[config.mk]
export PLATFORM = sky130hd
export DESIGN_NAME = spi_fcw_master
export DESIGN_NICKNAME = d
export VERILOG_FILES = /design/src/rtl/spi_fcw_master.sv
export SDC_FILE = /design/constraint.sdc
export NUM_CORES = 1
export LEC_CHECK = 0
export CAP_MARGIN = 20
export CORE_UTILIZATION = 44
export DETAILED_ROUTE_END_ITERATION = 16
export PLACE_DENSITY = 0.77
export SLEW_MARGIN = 20
export SYNTH_ARGS = -nofsm -noshare
export SYNTH_HDL_FRONTEND = slang
export SYNTH_SLANG_ARGS = --single-unit
[constraint.sdc]
create_clock -name i_clk -period 1.5 [get_ports i_clk]
set_input_delay 0.3 -clock i_clk [delete_from_list [all_inputs] [get_ports i_clk]]
set_output_delay 0.3 -clock i_clk [all_outputs]
set_load 0.005 [all_outputs]
[src/rtl/spi_fcw_master.sv]
// spi_fcw_master: SPI mode 0 frame master for pushing frequency control words.
// Define SPI_FCW_MASTER_MISO_EN to capture MISO into o_rx_data.
module spi_fcw_master #(
  parameter int WIDTH   = 16,
  parameter int CLK_DIV = 5
) (
  input  logic             i_clk,
  input  logic             i_rst_n,
  input  logic             i_start,
  input  logic [WIDTH-1:0] i_data,
  output logic             o_busy,
  output logic             o_done,
  output logic [WIDTH-1:0] o_rx_data,
  output logic             o_spi_clk,
  output logic             o_spi_mosi,
  input  logic             i_spi_miso,
  output logic             o_spi_ss
);
  localparam int CW = CLK_DIV > 1 ? $clog2(CLK_DIV) : 1;
  localparam int BW = WIDTH > 1 ? $clog2(WIDTH) : 1;
  localparam logic [CW-1:0] RLD  = CW'(CLK_DIV - 1);
  localparam logic [BW-1:0] LAST = BW'(WIDTH - 1);
  typedef enum logic [2:0] {IDLE, SETUP, SHIFT, HOLD, DONE} state_t;
  state_t state, next;
  logic [CW-1:0] cnt;
  logic [BW-1:0] bit_cnt;
  logic [WIDTH-1:0] sh;
  logic half_end, last_bit;
  assign half_end = cnt == '0;
  assign last_bit = bit_cnt == LAST;
  always_ff @(posedge i_clk)
    if (!i_rst_n) state <= IDLE;
    else state <= next;
  always_comb begin
    next = state;
    case (state)
      IDLE:    next = i_start ? SETUP : IDLE;
      SETUP:   next = half_end ? SHIFT : SETUP;
      SHIFT:   next = (half_end && !o_spi_clk && last_bit) ? HOLD : SHIFT;
      HOLD:    next = half_end ? DONE : HOLD;
      DONE:    next = IDLE;
      default: next = IDLE;
    endcase
  end
`ifdef SPI_FCW_MASTER_MISO_EN
  logic [WIDTH-1:0] rx;
  always_ff @(posedge i_clk)
    if (!i_rst_n) begin
      rx        <= '0;
      o_rx_data <= '0;
    end else begin
      if (state == SHIFT && o_spi_clk && cnt == RLD) rx <= {rx[WIDTH-2:0], i_spi_miso};
      if (state == HOLD && half_end) o_rx_data <= rx;
    end
`else
  logic unused_miso;
  assign unused_miso = i_spi_miso;
  assign o_rx_data   = '0;
`endif
  // every SPI-facing output is a flop so the pins never see a combinational path
  always_ff @(posedge i_clk)
    if (!i_rst_n) begin
      o_busy     <= 1'b0;
      o_done     <= 1'b0;
      o_spi_clk  <= 1'b0;
      o_spi_mosi <= 1'b0;
      o_spi_ss   <= 1'b1;
      cnt        <= '0;
      bit_cnt    <= '0;
      sh         <= '0;
    end else begin
      case (state)
        IDLE:
          if (i_start) begin
            sh         <= i_data;
            o_spi_mosi <= i_data[WIDTH-1];
            o_spi_ss   <= 1'b0;
            o_busy     <= 1'b1;
            cnt        <= RLD;
            bit_cnt    <= '0;
          end
        SETUP: begin
          cnt <= half_end ? RLD : cnt - 1'b1;
          if (half_end) o_spi_clk <= 1'b1;
        end
        SHIFT: begin
          cnt <= half_end ? RLD : cnt - 1'b1;
          if (half_end && o_spi_clk) begin
            o_spi_clk <= 1'b0;
            if (!last_bit) begin
              sh         <= {sh[WIDTH-2:0], 1'b0};
              o_spi_mosi <= sh[WIDTH-2];
            end
          end else if (half_end && !last_bit) begin
            o_spi_clk <= 1'b1;
            bit_cnt   <= bit_cnt + 1'b1;
          end
        end
        HOLD: begin
          cnt <= half_end ? RLD : cnt - 1'b1;
          if (half_end) begin
            o_spi_ss <= 1'b1;
            o_done   <= 1'b1;
          end
        end
        DONE: begin
          o_done  <= 1'b0;
          o_busy  <= 1'b0;
          cnt     <= '0;
          bit_cnt <= '0;
        end
        default: ;
      endcase
    end
endmodule

==> results.toml, run 1 <==
[outcome]
status = "complete, no violations"

[timing]
hold_violations = 0
post-route-min-period_ns = 1.49
max_freq_mhz = 673
skew_ns = 0.00731
slew_violations = 0
fin_crit_sh_pct = 99.0
setup_viol = 0

[detailed_routing]
drtIter0Drc = 39
firstDrtPassIters = 4
m1WireLength_um = 1460
drc = 0
routedWlPerCell_um = 11.6
ant_nets = 0
wl_met2_um = 1480
route.met3.wl_um = 119
viasPerCell = 4.98
num_vias = 1319
highest_layer = "met4"
drt-total-wl_um = 3080

[hold_path]
hold_class = "reg -> reg"
hp-start = "o_done"

[global_routing]
grt_start_max_net_pins = 23
grt_pass1_wl_um = 5330
grt_pass1_vias = 1228
antenna_found_initial = 0
track_usage_pct = 16.8
grt-ovfl-total = 0

[place]
dp_hpwl_um = 2160
place_inst = 255
numPortBuffers = 23
place_congestion = 0.756

[critical_path]
crit_family = "buffers and inverters"
worstPathCellList = "clkdlybuf4s50_1 > nor4b_1 > a41o_4 > buf_12 > o21ai_1 > a21oi_2"
critical_path.max_stage_delay_ns = 0.50
cp_slowest_cell = "clkdlybuf4s50_1"
crit_arrival_ns = 1.74
crit_type = "in -> reg"
endpoint_kind = "flop"
worst-path-buf-inv = 2
crit_path_start = "i_start"
required_ns = 1.76
startpoint_type = "primary input"
worstPathMaxFanout = 15
r2r_start = "state[0]"

[yosys]
synth_cell_types = 41
synth_edf_count = 0
syn_area_um2 = 1610
synth.avg_cell_area_um2 = 9.13
synth_cells = 176
ys_seq_area_share_pct = 37.4
ys.flop_type = "dfxtp_1"
async_reset_ff_share_pct = 0
ys_warn_count = 0
synth-seq-cells = 30

[clocking]
clock_latency_ns = 0.32
clk_transition_reported_paths_ns = 0.09
cts.sinks = 30
htree_levels = 2
ctsHoldBuffers = 0
cts_tree = "yes"
clock-root-buffer = "clkbuf_4"
clk_path_buf_depth = 2
numCtsBuffers = 5

[layout]
stdcell_count = 265
area_delta_synth_final_pct = 28.7
final_net_count = 239
antenna_cells = 0
fill_cells = 305
drive_above_1_share_pct = 24.7
final_util_pct = 60.5

[die]
start_util_pct = 47.0
row_count = 21
io_pins = 41
dieWidth_um = 62.4
coreArea_um2 = 3420
dieArea_um2 = 3900
die_h_um = 62.4

[pwr]
power_uw = 2200
cellLeakagePower_uw = 0.000779
peakVddDrop_v = 0.000646
powerDensity_nw_per_um2 = 1060

[job]
drv_cap = 0
-- layer usage --
metal | track usage, % | vias to the layer above
met5 | 0 | -
met4 | 6.40 | 0
met3 | 3.83 | 2
met2 | 28.0 | 33
met1 | 21.0 | 595
li1 | - | 689
-- worst reg2reg max path, delay by kind of cell, from the launching register on --
family          cells  cell delay [ns]
compound gates      3             0.40
buf+inv             1             0.15
flops               1             0.39
simple gates        1             0.46
-- registers in the layout, summed over array words and instances (netlist names) --
signal,cells
sh,15
bit_cnt,4
cnt,3
state,3
o_busy,1
o_done,1
o_spi_clk,1
o_spi_mosi,1
o_spi_ss,1
-- layout make-up --
cell class                 count  area, um2  share of cell area, %
sequential                    30        608                   29.4
clock buffer                   7       55.1                   2.66
clock inverter                 1       5.00                  0.242
tap                           46       57.6                   2.78
multi-input combinational    131        901                   43.6
inverter                       4       15.0                  0.726
timing repair buffer          46        427                   20.6
-- placed cells by master (no fill, tap or decap), types with 2 or more instances in the layout --
cell type         n
o31ai_1           2
buf_4            21
mux2i_1          16
a31oi_1           4
clkbuf_4          5
nor4_1            2
buf_12            2
a21oi_2          11
o21ai_0           7
o22a_1            2
nor2_1            5
nand3_1           2
clkdlybuf4s50_1  22
dfxtp_2           3
nand4b_1          2
inv_1             4
conb_1           16
nand4_1           2
nand3b_1          2
a21oi_1          11
dfxtp_1          26
nand2_1          10
o21ai_1          16
-- cell usage after synthesis (all sizes together), types with 2 or more instances --
master  instances  area share (%)
nor3            2             1.3
mux2i          16              10
buf            23              11
nor2            6             1.6
inv             4            0.93
nand2          10             2.3
o31ai           2            0.93
nor3b           2             1.6
dfxtp          30              37
nand3b          2            0.93
o21ai          24             7.5
nand4           2            0.78
nand4b          2             1.1
o22a            2             1.1
clkbuf          3            0.78
nand3           3            0.93
nor4            3             2.1
a31oi           4             1.6
a21oi          22             9.4
-- power breakdown --
group,internal [uW],total (uW),switching (uW)
Clock,227,499,272
Sequential,904,997,93.4
Combinational,369,702,333
Total,1500,2200,698
-- path summary, 6_finish.rpt --
| check | endpoint | slack (ns) | depth (start not counted) |
|---|---|---|---|
| setup / recovery | sh[2] | 0.01 | 6 |
| hold / removal | o_done | 0.47 | 2 |
| hold reg to reg | o_done | 0.47 | 2 |
| setup reg to reg | sh[2] | 0.04 | 5 |
-- per-stage QoR --
stage	instance area (um2)	worst slack, ns	setup TNS, ns	hold WS, ns
floorplan	1660	0.0683	0	0.439
global placement	1950	-0.160	-2.53	0.449
detailed placement	1950	-0.169	-2.69	0.468
CTS	2020	0.0117	0	0.484
global route	2070	-0.0198	-0.0653	0.502
finish	2070	0.0144	0	0.474
-- cell families after synthesis --
logic type,Yosys count,synth area share (%)
compound gates,59,23.0
simple gates,37,14.7
flops,30,37.4
buf+inv,30,12.8
mux,16,9.97
xor+xnor,2,1.09
fa+ha+maj,1,0.779
other cells,1,0.233
-- timing repair --
item	CTS	global route
buffers inserted	0	2
endpoints found under the setup margin	16	18
resized for setup	4	8
pin swaps	0	1
Note: power is estimated with default switching activity, not from simulation.
==> run 2, diff against run 1 <==
HOLD_SLACK_MARGIN = 0.02   (was not set)
==> results of run 2 <==
Final layout, timing and power as in run 1 (identical DEF).
==> run 3, diff against run 2 <==
SLEW_MARGIN = 0   (was 20)
==> results of run 3 <==
Final layout, timing and power as in run 1 (identical DEF).
==> RTL edit (settings of run 3) <==
Put one more register stage on the output `o_spi_ss`. The value now appears one clock later. The other outputs are not delayed to match.
--- a/src/rtl/spi_fcw_master.sv
+++ b/src/rtl/spi_fcw_master.sv
@@ -21,6 +21,8 @@
   localparam logic [CW-1:0] RLD  = CW'(CLK_DIV - 1);
   localparam logic [BW-1:0] LAST = BW'(WIDTH - 1);
   typedef enum logic [2:0] {IDLE, SETUP, SHIFT, HOLD, DONE} state_t;
+
+  logic o_spi_ss_s0;
   state_t state, next;
   logic [CW-1:0] cnt;
   logic [BW-1:0] bit_cnt;
@@ -64,7 +66,7 @@
       o_done     <= 1'b0;
       o_spi_clk  <= 1'b0;
       o_spi_mosi <= 1'b0;
-      o_spi_ss   <= 1'b1;
+      o_spi_ss_s0 <= 1'b1;
       cnt        <= '0;
       bit_cnt    <= '0;
       sh         <= '0;
@@ -74,7 +76,7 @@
           if (i_start) begin
             sh         <= i_data;
             o_spi_mosi <= i_data[WIDTH-1];
-            o_spi_ss   <= 1'b0;
+            o_spi_ss_s0 <= 1'b0;
             o_busy     <= 1'b1;
             cnt        <= RLD;
             bit_cnt    <= '0;
@@ -99,7 +101,7 @@
         HOLD: begin
           cnt <= half_end ? RLD : cnt - 1'b1;
           if (half_end) begin
-            o_spi_ss <= 1'b1;
+            o_spi_ss_s0 <= 1'b1;
             o_done   <= 1'b1;
           end
         end
@@ -112,5 +114,9 @@
         default: ;
       endcase
     end
+  always_ff @(posedge i_clk) begin
+    o_spi_ss <= o_spi_ss_s0;
+  end
+
 endmodule
 
Check against the original RTL: not equivalent (a bounded check fails within 4 cycles, from zero or initial values and one cycle with i_rst_n low).
==> RTL edit against run 3 <==
- setup slack improved by 0.024 ns
- sequential cell count increased by 1
- wire length increased by 0.33%
- largest power group unchanged
- first-iteration DRC count decreased by 18%
- power increased by 17%
- non-clock buffer count decreased by 2
- design area increased by 1.9%
- synthesized area increased by 1.2%
==> RTL edit: results (changes against run 3) <==
| Metric | Value |
|---|---|
| DRT iter0 DRCs | 32 (-18%) |
| Total Routing Usage GR | 17.5% (+0.71 points) |
| Worst flop-to-flop path startpoint | state[1]$_SDFF_PN0_ |
| FF-to-FF End | cnt[1]$_SDFFE_PN0P_ |
| Clock skew | 0.00355 ns (-0.00376 ns) |
| Worst-path maximum fanout | 6 (-9) |
| Final Cycle Share | 97.4% (-1.6 points) |
| Initial antenna violation count | 0 (unchanged) |
| Dpl hpwl | 2.10 mm (-2.5%) |
| Crit path max-delay cell type | clkdlybuf4s50_1 |
| Hold path depth | 0 (-2) |
| Inserted Clock Buffers | 5 (unchanged) |
| Post-DR wirelength/cell | 11.7 µm (+0.71%) |
| Hold path startpoint | o_spi_ss_s0$_SDFFE_PN1P_ |
| Worst-Skew Late Latency | 0.28 ns (-0.04 ns) |
| Clock Tree Root | clkbuf_8 |
| Post-synth top cells | dfxtp_1, buf_4, o21ai_1, mux2i_1 |
| First-pass GRT wire length | 5.33 mm (+0.13%) |
| Worst R2R Setup Slack | 0.08 ns (+0.04 ns) |
| Non-Filler Instances | 264 (-0.38%) |
| Area post-placement | 1930 µm² (-0.71%) |
| Critical path data arrival time | 1.16 ns (-0.58 ns) |
| CTS clock-pin slew for the worst setup and hold paths | 0.07 ns (-0.02 ns) |
| Worst Hold Path EP | o_spi_ss$_DFF_P_ |
| Top post-synthesis cells by area | dfxtp_1, mux2i_1, buf_4 |
| Status | finished, final reports clean |
| Layout net count | 238 (-0.42%) |
| CTS H-tree depth | 2 (unchanged) |
| Pre-CTS WS | -0.266 ns (-0.0962 ns) |
| Post-CTS Hold Buffers | 0 (unchanged) |
| Share of layout cells above drive strength 1 | 24.3% (-0.35 points) |
| Vias in the first global route | 1177 (-4.2%) |
| TritonRoute pass-1 iters | 4 (unchanged) |
| Placed cells | 254 (-0.39%) |
| GPL Wtd Cong | 0.818 (+8.2%) |
| Cell family with most CP delay | buffers and inverters |
| Max VDD drop | 0.000867 V (+34%) |
| Ys Warns | 0 (unchanged) |
| DR vias/cell | 5.08 (+2.0%) |
| Sequential fraction of the synthesis area | 38.2% (+0.77 points) |
| Avg Inst Size Synth | 9.19 µm² (+0.67%) |
| Leakage | 0.808 nW (+3.8%) |
-- RTL edit: cell count changes in the layout (fill, tap and decap cells not counted), moves of 3 or more --
cell      delta
clkbuf_4     -5
clkbuf_8     +5
buf_4        -4
buf_6        +3
-- RTL edit: kinds of logic (layout without fill, tap and decap cells) --
logic type	Yosys count	after routing	synth area share, %
AOI/OAI and AO/OA	59	59	22.7
xor gates and xnor gates	2	2	1.08
adders and majority gates	1	1	0.769
buffers and inverters	30	56	12.7
DFF	31	31	38.2
muxes	16	16	9.85
other	1	16	0.231
and+or+nand+nor	37	37	14.5
-- RTL edit: per-layer routing --
metal | global-route usage [%] | routed length, µm | vias to the layer above
met1 | 21.6 | 1470 | 608
met5 | 0 | 0 | -
met2 | 27.0 | 1420 | 35
li1 | - | - | 690
met3 | 6.57 | 143 | 7
met4 | 7.85 | 59 | 0
-- RTL edit: timing repair --
| action | CTS | global route |
|---|---|---|
| pin swaps | 0 | 3 |
| endpoints found under the setup margin | 1 | 17 |
| setup buffers | 0 | 2 |
| gates resized for setup | 2 | 11 |
-- RTL edit: worst max path at each step --
stage,endpoint,startpoint,cells after the start
detailed placement,sh[12]$_SDFFE_PN0P_,i_start,6
floorplan,sh[14]$_SDFFE_PN0P_,bit_cnt[0]$_SDFFE_PN0P_,6
global placement,cnt[1]$_SDFFE_PN0P_,i_start,6
finish,o_spi_clk,o_spi_clk$_SDFFE_PN0P_,1
global route,cnt[1]$_SDFFE_PN0P_,state[1]$_SDFF_PN0_,5
CTS,o_spi_clk,o_spi_clk$_SDFFE_PN0P_,1
-- RTL edit: layout make-up --
type                            instances  area [µm²]
Fill cell                             294        1330
Clock inverter                          2        35.0
Tap cell                               46        57.6
Multi-Input combinational cell        131         876
Timing Repair Buffer                   44         414
Inverter                                4        15.0
Sequential cell                        31         628
Clock buffer                            6        82.6
-- RTL edit: report_power, final --
| group | internal [mW] | switching [mW] | total, mW |
|---|---|---|---|
| clock network | 0.537 | 0.313 | 0.850 |
| logic | 0.359 | 0.330 | 0.689 |
| registers | 0.935 | 0.0907 | 1.03 |
| total | 1.83 | 0.733 | 2.56 |
-- RTL edit: per-stage QoR --
step / util [%] / hold slack (ns)
5_1_grt: 61.3 / 0.365
2_1_floorplan: - / 0.331
4_1_cts: 59.7 / 0.356
3_3_place_gp: 56.2 / 0.337
6_report: 61.3 / 0.353
3_5_place_dp: 56.2 / 0.344
